$ cat src/rtl/video_pkg.sv
// Shared types for the video pattern generator: pattern mode encoding and
// the colour-bar on/off table.
package video_pkg;

    // Run-time selectable output pattern.
    typedef enum logic [1:0] {
        PAT_DIAG  = 2'd0,
        PAT_GRID  = 2'd1,
        PAT_BARS  = 2'd2,
        PAT_SOLID = 2'd3
    } pattern_mode_t;

    // Per-bar {R,G,B} on/off mask, left to right:
    // white, yellow, cyan, green, magenta, red, blue, black.
    function automatic logic [2:0] bar_mask(input logic [2:0] idx);
        logic [2:0] m;
        m = 3'b000;
        case (idx)
            3'd0: m = 3'b111;
            3'd1: m = 3'b110;
            3'd2: m = 3'b011;
            3'd3: m = 3'b010;
            3'd4: m = 3'b101;
            3'd5: m = 3'b100;
            3'd6: m = 3'b001;
            3'd7: m = 3'b000;
            default: m = 3'b000;
        endcase
        return m;
    endfunction

endpackage

$ cat src/rtl/video_timing_core.sv
// Free-running horizontal/vertical counters and the raw (unregistered) timing
// flags derived from them.
// Ports:
//   clk_i, rst_ni      pixel clock, async active-low reset
//   hsync_c_o          hcounter < HSYNC
//   vsync_c_o          vcounter < VSYNC
//   de_c_o             counters inside the active area
//   x_c_o, y_c_o       active coordinates (valid while de_c_o)
//   frame_start_c_o    counters at (0,0)
//   line_end_c_o       hcounter at HTOTAL-1
//   x_pre_c_o          hcounter one pixel before x==0
//   y_pre_c_o          vcounter on the line before y==0
//   y_act_c_o          vcounter inside the active rows
module video_timing_core #(
    parameter int unsigned HSYNC   = 40,
    parameter int unsigned HBACK   = 220,
    parameter int unsigned HACTIVE = 1280,
    parameter int unsigned HFRONT  = 110,
    parameter int unsigned VSYNC   = 5,
    parameter int unsigned VBACK   = 20,
    parameter int unsigned VACTIVE = 720,
    parameter int unsigned VFRONT  = 5,
    parameter int unsigned HW      = $clog2(HSYNC + HBACK + HACTIVE + HFRONT),
    parameter int unsigned VW      = $clog2(VSYNC + VBACK + VACTIVE + VFRONT)
) (
    input  logic          clk_i,
    input  logic          rst_ni,
    output logic          hsync_c_o,
    output logic          vsync_c_o,
    output logic          de_c_o,
    output logic [HW-1:0] x_c_o,
    output logic [VW-1:0] y_c_o,
    output logic          frame_start_c_o,
    output logic          line_end_c_o,
    output logic          x_pre_c_o,
    output logic          y_pre_c_o,
    output logic          y_act_c_o
);

    localparam int unsigned HTOTAL = HSYNC + HBACK + HACTIVE + HFRONT;
    localparam int unsigned VTOTAL = VSYNC + VBACK + VACTIVE + VFRONT;
    localparam int unsigned HOFF   = HSYNC + HBACK;
    localparam int unsigned VOFF   = VSYNC + VBACK;
    localparam int unsigned HW1    = HW + 1;
    localparam int unsigned VW1    = VW + 1;

    logic [HW-1:0] hcount_q, hcount_d;
    logic [VW-1:0] vcount_q, vcount_d;
    logic          h_wrap_c, v_wrap_c, h_act_c;

    assign h_wrap_c = (hcount_q == HW'(HTOTAL - 1));
    assign v_wrap_c = (vcount_q == VW'(VTOTAL - 1));

    // Counter next-state: h wraps every line, v steps on h wrap.
    always_comb begin
        hcount_d = h_wrap_c ? '0 : hcount_q + HW'(1);
        vcount_d = vcount_q;
        if (h_wrap_c) begin
            vcount_d = v_wrap_c ? '0 : vcount_q + VW'(1);
        end
    end

    always_ff @(posedge clk_i or negedge rst_ni) begin
        if (!rst_ni) begin
            hcount_q <= '0;
            vcount_q <= '0;
        end else begin
            hcount_q <= hcount_d;
            vcount_q <= vcount_d;
        end
    end

    // Active-window compares are one bit wider so HFRONT/VFRONT of 0 cannot overflow.
    assign h_act_c   = ({1'b0, hcount_q} >= HW1'(HOFF)) && ({1'b0, hcount_q} < HW1'(HOFF + HACTIVE));
    assign y_act_c_o = ({1'b0, vcount_q} >= VW1'(VOFF)) && ({1'b0, vcount_q} < VW1'(VOFF + VACTIVE));

    assign hsync_c_o       = (hcount_q < HW'(HSYNC));
    assign vsync_c_o       = (vcount_q < VW'(VSYNC));
    assign de_c_o          = h_act_c && y_act_c_o;
    assign x_c_o           = hcount_q - HW'(HOFF);
    assign y_c_o           = vcount_q - VW'(VOFF);
    assign frame_start_c_o = (hcount_q == '0) && (vcount_q == '0);
    assign line_end_c_o    = h_wrap_c;
    assign x_pre_c_o       = (hcount_q == HW'(HOFF - 1));
    assign y_pre_c_o       = (vcount_q == VW'(VOFF - 1));

endmodule

$ cat src/rtl/video_pattern_generator.sv
// Video timing plus run-time selectable test pattern (diagonal, grid, colour
// bars, solid). Pattern and colours are shadowed at frame start so frames
// never tear. All outputs registered, one cycle after the counter state.
// Optional feature: DIAGRAM_SCROLL_EN adds a per-frame scroll offset to the
// diagonal and grid columns.
// Ports:
//   clock, reset_n     pixel clock, async active-low reset
//   mode               pattern select (video_pkg::pattern_mode_t), frame-sampled
//   fg_color, bg_color {R,G,B} colours, frame-sampled
//   video_data         pixel {R,G,B}, 0 outside the active area
//   video_de           active-area strobe
//   video_hsync/vsync  positive-polarity syncs
//   frame_start        one-cycle pulse at counter position (0,0)
module video_pattern_generator
    import video_pkg::*;
#(
    parameter int unsigned HSYNC      = 40,
    parameter int unsigned HBACK      = 220,
    parameter int unsigned HACTIVE    = 1280,
    parameter int unsigned HFRONT     = 110,
    parameter int unsigned VSYNC      = 5,
    parameter int unsigned VBACK      = 20,
    parameter int unsigned VACTIVE    = 720,
    parameter int unsigned VFRONT     = 5,
    parameter int unsigned COLOR_BITS = 8,
    parameter int unsigned GRID       = 64
) (
    input  logic                      clock,
    input  logic                      reset_n,
    input  logic [1:0]                mode,
    input  logic [3*COLOR_BITS-1:0]   fg_color,
    input  logic [3*COLOR_BITS-1:0]   bg_color,
    output logic [3*COLOR_BITS-1:0]   video_data,
    output logic                      video_de,
    output logic                      video_hsync,
    output logic                      video_vsync,
    output logic                      frame_start
);

    localparam int unsigned PW     = 3 * COLOR_BITS;
    localparam int unsigned HTOTAL = HSYNC + HBACK + HACTIVE + HFRONT;
    localparam int unsigned VTOTAL = VSYNC + VBACK + VACTIVE + VFRONT;
    localparam int unsigned HW     = $clog2(HTOTAL);
    localparam int unsigned VW     = $clog2(VTOTAL);
    localparam int unsigned SW     = $clog2(GRID);
    localparam int unsigned DW     = ((HW > VW) ? HW : VW) + 1;
    localparam int unsigned BAR_W  = HACTIVE / 8;
    localparam int unsigned SEGW   = (BAR_W > 1) ? $clog2(BAR_W) : 1;

    logic          hsync_c, vsync_c, de_c, frame_start_c;
    logic          line_end_c, x_pre_c, y_pre_c, y_act_c;
    logic [HW-1:0] x_c;
    logic [VW-1:0] y_c;

    video_timing_core #(
        .HSYNC   (HSYNC),
        .HBACK   (HBACK),
        .HACTIVE (HACTIVE),
        .HFRONT  (HFRONT),
        .VSYNC   (VSYNC),
        .VBACK   (VBACK),
        .VACTIVE (VACTIVE),
        .VFRONT  (VFRONT),
        .HW      (HW),
        .VW      (VW)
    ) u_timing (
        .clk_i           (clock),
        .rst_ni          (reset_n),
        .hsync_c_o       (hsync_c),
        .vsync_c_o       (vsync_c),
        .de_c_o          (de_c),
        .x_c_o           (x_c),
        .y_c_o           (y_c),
        .frame_start_c_o (frame_start_c),
        .line_end_c_o    (line_end_c),
        .x_pre_c_o       (x_pre_c),
        .y_pre_c_o       (y_pre_c),
        .y_act_c_o       (y_act_c)
    );

    // Frame-start shadows of the control inputs.
    pattern_mode_t mode_sh_q;
    logic [PW-1:0] fg_sh_q, bg_sh_q;

    always_ff @(posedge clock or negedge reset_n) begin
        if (!reset_n) begin
            mode_sh_q <= PAT_DIAG;
            fg_sh_q   <= '1;
            bg_sh_q   <= '0;
        end else if (frame_start_c) begin
            mode_sh_q <= pattern_mode_t'(mode);
            fg_sh_q   <= fg_color;
            bg_sh_q   <= bg_color;
        end
    end

    // Scroll offset: scroll_q counts frames, scroll_sh is the value frozen for the current frame.
    logic [SW-1:0] scroll_sh;
`ifdef DIAGRAM_SCROLL_EN
    logic [SW-1:0] scroll_q, scroll_d, scroll_sh_q;

    always_comb begin
        scroll_d = (scroll_q == SW'(GRID - 1)) ? '0 : scroll_q + SW'(1);
    end

    always_ff @(posedge clock or negedge reset_n) begin
        if (!reset_n) begin
            scroll_q    <= '0;
            scroll_sh_q <= '0;
        end else if (frame_start_c) begin
            scroll_sh_q <= scroll_q;
            scroll_q    <= scroll_d;
        end
    end

    assign scroll_sh = scroll_sh_q;
`else
    assign scroll_sh = '0;
`endif

    // Pattern counters track the pixel currently on the counters:
    // gx = (x+s)%GRID, gy = y%GRID, seg/bar = position within the colour bars.
    logic [SW-1:0]   gx_q, gx_d, gy_q, gy_d;
    logic [SEGW-1:0] seg_q, seg_d;
    logic [2:0]      bar_q, bar_d;

    always_comb begin
        gx_d  = gx_q;
        gy_d  = gy_q;
        seg_d = seg_q;
        bar_d = bar_q;
        // Preloaded one pixel early so the value is ready at x==0.
        if (x_pre_c) begin
            gx_d  = scroll_sh;
            seg_d = '0;
            bar_d = '0;
        end else if (de_c) begin
            gx_d = (gx_q == SW'(GRID - 1)) ? '0 : gx_q + SW'(1);
            if (seg_q == SEGW'(BAR_W - 1)) begin
                seg_d = '0;
                bar_d = bar_q + 3'd1;
            end else begin
                seg_d = seg_q + SEGW'(1);
            end
        end
        if (line_end_c) begin
            if (y_pre_c) begin
                gy_d = '0;
            end else if (y_act_c) begin
                gy_d = (gy_q == SW'(GRID - 1)) ? '0 : gy_q + SW'(1);
            end
        end
    end

    always_ff @(posedge clock or negedge reset_n) begin
        if (!reset_n) begin
            gx_q  <= '0;
            gy_q  <= '0;
            seg_q <= '0;
            bar_q <= '0;
        end else begin
            gx_q  <= gx_d;
            gy_q  <= gy_d;
            seg_q <= seg_d;
            bar_q <= bar_d;
        end
    end

    // Pixel selection for the current counter position.
    logic [PW-1:0] pix_c;
    logic [2:0]    mask_c;

    always_comb begin
        pix_c  = bg_sh_q;
        mask_c = bar_mask(bar_q);
        case (mode_sh_q)
            PAT_DIAG:  if (DW'(x_c) == DW'(y_c) + DW'(scroll_sh)) pix_c = fg_sh_q;
            PAT_GRID:  if ((gx_q == '0) || (gy_q == '0)) pix_c = fg_sh_q;
            PAT_BARS:  pix_c = {{COLOR_BITS{mask_c[2]}}, {COLOR_BITS{mask_c[1]}}, {COLOR_BITS{mask_c[0]}}};
            PAT_SOLID: pix_c = fg_sh_q;
            default:   pix_c = bg_sh_q;
        endcase
    end

    // Output register stage; keeps sync, DE, data and frame_start aligned.
    always_ff @(posedge clock or negedge reset_n) begin
        if (!reset_n) begin
            video_data  <= '0;
            video_de    <= 1'b0;
            video_hsync <= 1'b0;
            video_vsync <= 1'b0;
            frame_start <= 1'b0;
        end else begin
            video_data  <= de_c ? pix_c : '0;
            video_de    <= de_c;
            video_hsync <= hsync_c;
            video_vsync <= vsync_c;
            frame_start <= frame_start_c;
        end
    end

endmodule
$ cat config.mk
export PLATFORM = sky130hd
export DESIGN_NAME = video_pattern_generator
export DESIGN_NICKNAME = d
export VERILOG_FILES = /design/src/rtl/video_pkg.sv /design/src/rtl/video_timing_core.sv /design/src/rtl/video_pattern_generator.sv
export SDC_FILE = /design/constraint.sdc
export NUM_CORES = 1
export LEC_CHECK = 0
export ABC_AREA = 1
export CAP_MARGIN = 20
export CORE_MARGIN = 4
export CORE_UTILIZATION = 45
export DETAILED_ROUTE_END_ITERATION = 10
export PLACE_DENSITY = 0.66
export SLEW_MARGIN = 20
export SYNTH_ARGS = -nofsm -noshare
export SYNTH_HDL_FRONTEND = slang
export SYNTH_SLANG_ARGS = --single-unit
$ cat constraint.sdc
create_clock -name clock -period 2.6 [get_ports clock]
set_input_delay 0.26 -clock clock [delete_from_list [all_inputs] [get_ports clock]]
set_output_delay 0.26 -clock clock [all_outputs]
set_load 0.01 [all_outputs]
==> metrics.cfg, run 1 <==
[outcome]
status=complete, no violations

[yosys]
synth_nets=1069
synth_edf_count=0
synth_cell_types=43
synth.yosys.seq_area_share_pct=42.4
synth_cells=1001
synthTopCellsByArea=dfrtp_1 34%, nand2_1 18%, dfstp_2 8.7%, nand3_1 7.6%, inv_1 5.7%
ys.flop_type=dfrtp_1
yosysWarningCount=0
async_flop_share_pct=100
yosys.area.top_type_share_pct=33.7
yosysMostFrequentCell=nand2_1
synth_top_cell_by_area=dfrtp_1
avgSynthCellArea_um2=7.27
ys_seq_elements=122
synth_area_um2=7280
synth.cells.most_frequent=341 x nand2_1, 110 x inv_1, 110 x nand3_1

[sta]
drv_slew=0
tightest_slew_ps=855
rsz0062_at_grt=false
holdWs_ps=329
fin_setup_tns_ps=0
fin_crit_sh_pct=90.0
clock.fmax_ghz=0.427
setup_viol=0
clock_skew_ps=14.5
maxSlewHeadroom_pct=42.9
hold_viol_final=0
period_minus_slack_ps=2340

[finish]
drive_above_1_share_pct=12.4
diodes=0
area_growth_pct=23.2
final_nets=1145
fin_util_pct=56.4

[placement]
routabilityCongestion=0.900
portBuffers=79
dp_hpwl_um=12500

[worst_setup_path]
endpoint_kind=flop
crit_arrival_ps=2650
path_max_fanout=24
crit_family=simple AND/OR/NAND/NOR gates
cp_slowest_cell=dfrtp_1
cp_data_required_time_ps=2910
crit_buf_inv=3
cp_cell_sequence=inv_2, ha_1, inv_1, nor2_1, o21ai_1, a21o_1, nand3_2, nor2_8, nand2_4, nand2_1, nand3_1, nand2_1, inv_1
worst-setup-path-type=reg2reg
max_stage_delay_ps=450
setup.worst_path.start_class=flop

[grt]
grt_pass1_vias=6096
track_usage_pct=20.6
grt_pass1_wl_um=30300
grt_max_degree=61
grt-ovfl-total=0
antenna_found_initial=0

[clock_network]
cts.htree.levels=4
clock_sinks=122
ctsHoldBuffers=1
ctsResizeCount=0
clock-root-buffer=clkbuf_16
cts_made_buffers=17
insertion_delay_ps=430
clk_pin_slew_ps=60
cts_tree=built
post_cts_buffers=0
clockBufferDepth=2

[power_and_ir_drop]
pwr_density_cell_nw_per_um2=559
p_seq_share_pct=39.8
p_int_uw=3970
power_frac_clock_pct=55.3
leakagePower_uw=0.00460
combPwrFrac_pct=4.9
p_sw_uw=1040
p_sw_share_pct=20.7
peakVddDrop_mv=0.480

[run]
cap_violations=0

[floorplanning]
num_rows=46
start_util_pct=45.8
num_io_pins=80
die_h_um=135
die_w_um=135
core_um2=15900
die-area_um2=18300

[routing]
via_per_inst=5.00
drc=0
dr.pass1.iters=5
wl_per_cell_um=13.9
drt_iter0_drc=430
dr_total_vias=6535
drtAntennaViolNets=0
wirelength_um=18100

[hold_path]
hold_class=in2async

==> power by group through the flow <==
stage                     clock (uW)  sequential (uW)  combinational, uW
after floorplan                    0             2010                103
after global placement             0             2030                241
after detailed placement           0             2030                245
after CTS                       2820             2000                249
after global routing            2900             2000                278
final                           2770             2000                244
==> worst reg2reg max path: cells and delay by family, from the launching register on <==
kind / cells / cell delay (ps)
buffers and inverters: 3 / 190
adder cells (fa/ha/maj): 1 / 210
AO/OA/AOI/OAI: 2 / 410
AND/OR/NAND/NOR: 7 / 970
flip-flops: 1 / 450
==> cell type report <==
type,count,area [um^2]
multi-input cells,715,3510
clock buffers,21,480
inverters,128,482
clock inverters,11,214
well taps,216,270
repair buffers,93,921
flip-flops and latches,122,3080
fillers,1523,6920
==> flip-flops by register name, summed over array words and instances (netlist names) <==
| name | count |
|---|---|
| video_hsync | 1 |
| gx_q | 6 |
| gy_q | 6 |
| frame_start | 1 |
| video_de | 1 |
| bar_q | 3 |
| video_vsync | 1 |
| bg_sh_q | 24 |
| fg_sh_q | 24 |
| u_timing.vcount_q | 10 |
| seg_q | 8 |
| u_timing.hcount_q | 11 |
| mode_sh_q | 2 |
| video_data | 24 |
==> worst paths after layout <==
kind | start | end | slack (ps) | depth (start not counted)
worst max-delay path | u_timing.vcount_q[0] | video_data[2] | 260 | 13
worst min register to register | fg_sh_q[13] | fg_sh_q[13] | 490 | 2
worst max register to register | u_timing.vcount_q[0] | video_data[2] | 260 | 13
max in group asynchronous | reset_n | fg_sh_q[2] | 1460 | 3
min in group clock | fg_color[1] | fg_sh_q[1] | 330 | 3
worst min-delay path | reset_n | seg_q[7] | 330 | 2
==> logic make-up (layout without fill, tap and decap cells) <==
| kind of cell | after synthesis | after routing | share of synthesized area (%) |
|---|---|---|---|
| and+or+nand+nor | 612 | 612 | 37.5 |
| xor gates and xnor gates | 17 | 17 | 2.05 |
| DFF | 122 | 122 | 42.4 |
| AOI/OAI and AO/OA | 70 | 70 | 5.95 |
| adders and majority gates | 16 | 16 | 2.75 |
| buffers and inverters | 164 | 253 | 9.44 |
==> placed cells by master (no fill, tap or decap), types with 2 or more instances in the layout <==
master,synthesis,layout
a21oi_1,18,18
a31oi_1,2,2
buf_12,0,2
buf_4,6,12
bufinv_16,0,6
clkbuf_16,0,17
clkbuf_8,0,4
clkdlybuf4s50_1,0,78
clkinv_2,1,3
clkinvlp_4,0,2
dfrtp_1,98,98
dfstp_2,24,24
ha_1,16,16
inv_1,110,110
inv_2,16,16
nand2_1,341,341
nand2_2,5,5
nand2_4,3,3
nand3_1,110,109
nand3_2,3,4
nand3b_1,2,2
nand4_1,12,12
nor2_1,76,76
nor2_2,3,3
nor2_4,2,2
nor2_8,2,2
nor3_1,18,18
nor3b_1,3,3
nor4_1,4,4
o211ai_1,25,25
o21ai_0,13,13
o21ai_1,6,6
or2_2,25,25
xnor2_1,5,5
xor2_1,12,12
==> layer usage <==
| metal | global-route usage, % | part of all wire, % |
|---|---|---|
| met5 | 0 | 0 |
| met4 | 6.10 | 1.4 |
| met2 | 32.4 | 47 |
| met1 | 28.9 | 47 |
| met3 | 4.49 | 4.6 |
==> stage by stage <==
stage | cells | area (um^2) | power, uW | worst slack [ps]
5_1_grt | 1306 | 8960 | 5180 | 8.89
3_3_place_gp | 1273 | 8260 | 2270 | 361
2_1_floorplan | 1001 | 7280 | 2120 | 644
3_5_place_dp | 1273 | 8260 | 2270 | 289
4_1_cts | 1306 | 8960 | 5060 | 264
6_report | 1306 | 8960 | 5010 | 260
(Power assumes the default switching activity.)
==> inputs of run 2 (changes only) <==
--- a/config.mk
+++ b/config.mk
@@ -7,10 +7,12 @@
 export LEC_CHECK = 0
 export ABC_AREA = 1
 export CAP_MARGIN = 20
+export CELL_PAD_IN_SITES_DETAIL_PLACEMENT = 0
+export CELL_PAD_IN_SITES_GLOBAL_PLACEMENT = 1
 export CORE_MARGIN = 4
-export CORE_UTILIZATION = 45
+export CORE_UTILIZATION = 42
 export DETAILED_ROUTE_END_ITERATION = 10
-export PLACE_DENSITY = 0.66
+export PLACE_DENSITY = 0.81
 export SLEW_MARGIN = 20
 export SYNTH_ARGS = -nofsm -noshare
 export SYNTH_HDL_FRONTEND = slang
==> metrics.cfg, run 2 (synthesis results as in run 1) <==
[finish]
diodes=0  ; unchanged
layout_common_cells=341 x nand2_1, 110 x inv_1, 109 x nand3_1
reg.largest.list=bg_sh_q x24, fg_sh_q x24, video_data x24
final_common_cell=nand2_1
drive_above_1_share_pct=12.7  ; +0.31 points
area_growth_pct=23.2  ; about the same
fin_util_pct=53.5  ; -2.9 points
final_nets=1150  ; +0.44%

[outcome]
status=complete, no violations

[worst_setup_path]
crit_arrival_ps=2640  ; about the same
max_stage_delay_ps=450  ; about the same
r2r_end=video_data[21]
r2r_slack_ps=270  ; +20 ps
r2r-start=u_timing.vcount_q[0]
path_common_cell=nand2_1
rr_worst_depth=15  ; +2
cp_data_required_time_ps=2910  ; about the same
cp_slowest_cell=dfrtp_1
setup.worst_path.start_class=flop
cp_cell_sequence=inv_2, ha_1, inv_1, nor2_1, nor2_2, nor2_1, nand3_1, nand2_1, nand3_2, nor2_8, nand2_4, nand2_1, nand3_1, nand2_1, inv_1
path_max_fanout=24  ; unchanged
endpoint_kind=flop
worst-setup-path-type=reg2reg

[sta]
clock.fmax_ghz=0.430  ; +0.65%
maxSlewHeadroom_pct=43.0  ; +0.091 points
tightest_slew_ps=854  ; -1.37 ps
period_minus_slack_ps=2330  ; -15.1 ps
hold_viol_final=0  ; unchanged
rsz0062_at_grt=false
setup_viol=0  ; unchanged
fin_crit_sh_pct=89.4  ; -0.58 points
fin_setup_tns_ps=0  ; unchanged
holdWs_ps=342  ; +13.0 ps
drv_slew=0  ; unchanged
setup_ws_ps=275  ; +15.1 ps
clock_skew_ps=10.6  ; -3.83 ps

[hold_path]
hold_class=in2reg
hold-path-cell-count=3
whs_endpoint=fg_sh_q[16]
worstHoldStart=fg_color[16]

[floorplanning]
die_h_um=140  ; +3.3%
die-area_um2=19500  ; +6.7%
num_io_pins=80  ; unchanged
core_um2=16800  ; +5.5%
die_w_um=140  ; +3.3%
num_rows=47  ; +2.2%
start_util_pct=43.4  ; -2.4 points

[placement]
routabilityCongestion=0.842  ; -6.4%
portBuffers=79  ; unchanged
dp_hpwl_um=13000  ; +4.3%
place_ws_ps=270  ; -19.0 ps

[clock_network]
clock_sinks=122  ; unchanged
cts_tree=built
insertion_delay_ps=420  ; about the same
ctsResizeCount=0  ; unchanged
cts.htree.levels=4  ; unchanged
clk_pin_slew_ps=60  ; about the same
clock-root-buffer=clkbuf_16
cts_made_buffers=17  ; unchanged
post_cts_buffers=0  ; unchanged
clockBufferDepth=2  ; unchanged

[power_and_ir_drop]
pwr_density_cell_nw_per_um2=552  ; -1.3%
combPwrFrac_pct=5.0  ; about the same
leakagePower_uw=0.00461  ; +0.39%
p_int_uw=3900  ; -1.9%
power_frac_clock_pct=54.6  ; -0.7 points
p_sw_share_pct=21.2  ; +0.48 points
peakVddDrop_mv=0.473  ; -1.4%
p_sw_uw=1050  ; +0.97%
p_seq_share_pct=40.4  ; +0.6 points

[grt]
antenna_found_initial=0  ; unchanged
grt_pass1_vias=6278  ; +3.0%
track_usage_pct=19.8  ; -0.81 points
grt_max_degree=57  ; -6.6%
grt_pass1_wl_um=31600  ; +4.1%
grt-ovfl-total=0  ; unchanged

[routing]
dr.pass1.iters=5  ; unchanged
wl_per_cell_um=14.3  ; +3.0%
drtAntennaViolNets=0  ; unchanged
drc=0  ; unchanged
wirelength_um=18800  ; +3.7%
drt_iter0_drc=389  ; -9.5%
via_per_inst=4.93  ; -1.6%
dr_total_vias=6477  ; -0.89%

[run]
cap_violations=0  ; unchanged

==> run 2: cell count changes in the layout (fill, tap and decap cells not counted) <==
cell / previous run / this run
inv_6: 0 / 1
clkbuf_1: 0 / 1
buf_4: 12 / 18
clkinvlp_4: 2 / 0
buf_12: 2 / 1
clkbuf_8: 4 / 1
clkinv_2: 3 / 6
==> run 2: power by group through the flow <==
stage	clock network, uW	registers, uW	logic, uW
5_1_grt	2840	2000	283
3_3_place_gp	0	2030	246
4_1_cts	2750	2000	252
3_5_place_dp	0	2030	249
6_report	2700	2000	247
2_1_floorplan	0	2010	103
==> run 2: layout make-up <==
class	instances	area (um^2)
Clock inverter	13	223
Sequential cell	122	3080
Inverter	128	482
Multi-Input combinational cell	715	3510
Timing Repair Buffer	98	946
Tap cell	220	275
Clock buffer	19	443
Fill cell	1634	7790
==> run 2: metrics by stage <==
stage | cell area [um^2] | total power, uW | std cells
final | 8970 | 4950 | 1315
after global routing | 8970 | 5130 | 1315
after CTS | 8970 | 5000 | 1315
after detailed placement | 8290 | 2280 | 1282
after global placement | 8290 | 2270 | 1282
after floorplan | 7280 | 2120 | 1001
==> run 2: worst max-delay path by stage <==
stage,startpoint,to
2_1_floorplan,u_timing.vcount_q[0],video_data[22]
3_3_place_gp,u_timing.vcount_q[0],video_data[8]
3_5_place_dp,u_timing.vcount_q[0],video_data[21]
4_1_cts,u_timing.vcount_q[0],video_data[21]
5_1_grt,u_timing.vcount_q[0],video_data[21]
6_report,u_timing.vcount_q[0],video_data[21]
==> run 2: critical path: cells and delay by family (launching register included) <==
| family | cells | cell delay, ps |
|---|---|---|
| simple gates | 11 | 1400 |
| flops | 1 | 450 |
| buf+inv | 3 | 200 |
| fa+ha+maj | 1 | 160 |
==> run 2: what timing repair did <==
action	in CTS	in global routing
endpoints found under the setup margin	0	0
hold buffers	1	0
hold endpoints to repair	37	0
==> run 2: per-layer routing <==
layer  global-route usage (%)  wire length [um]  up-vias  share of wire (%)
met5                        0                 0        -                  0
met4                     4.64               165        0               0.88
met3                     4.25               800       14                4.3
met2                     32.0              8790      148                 47
met1                     27.5              9060     2991                 48
li1                         -                 -     3324                  -
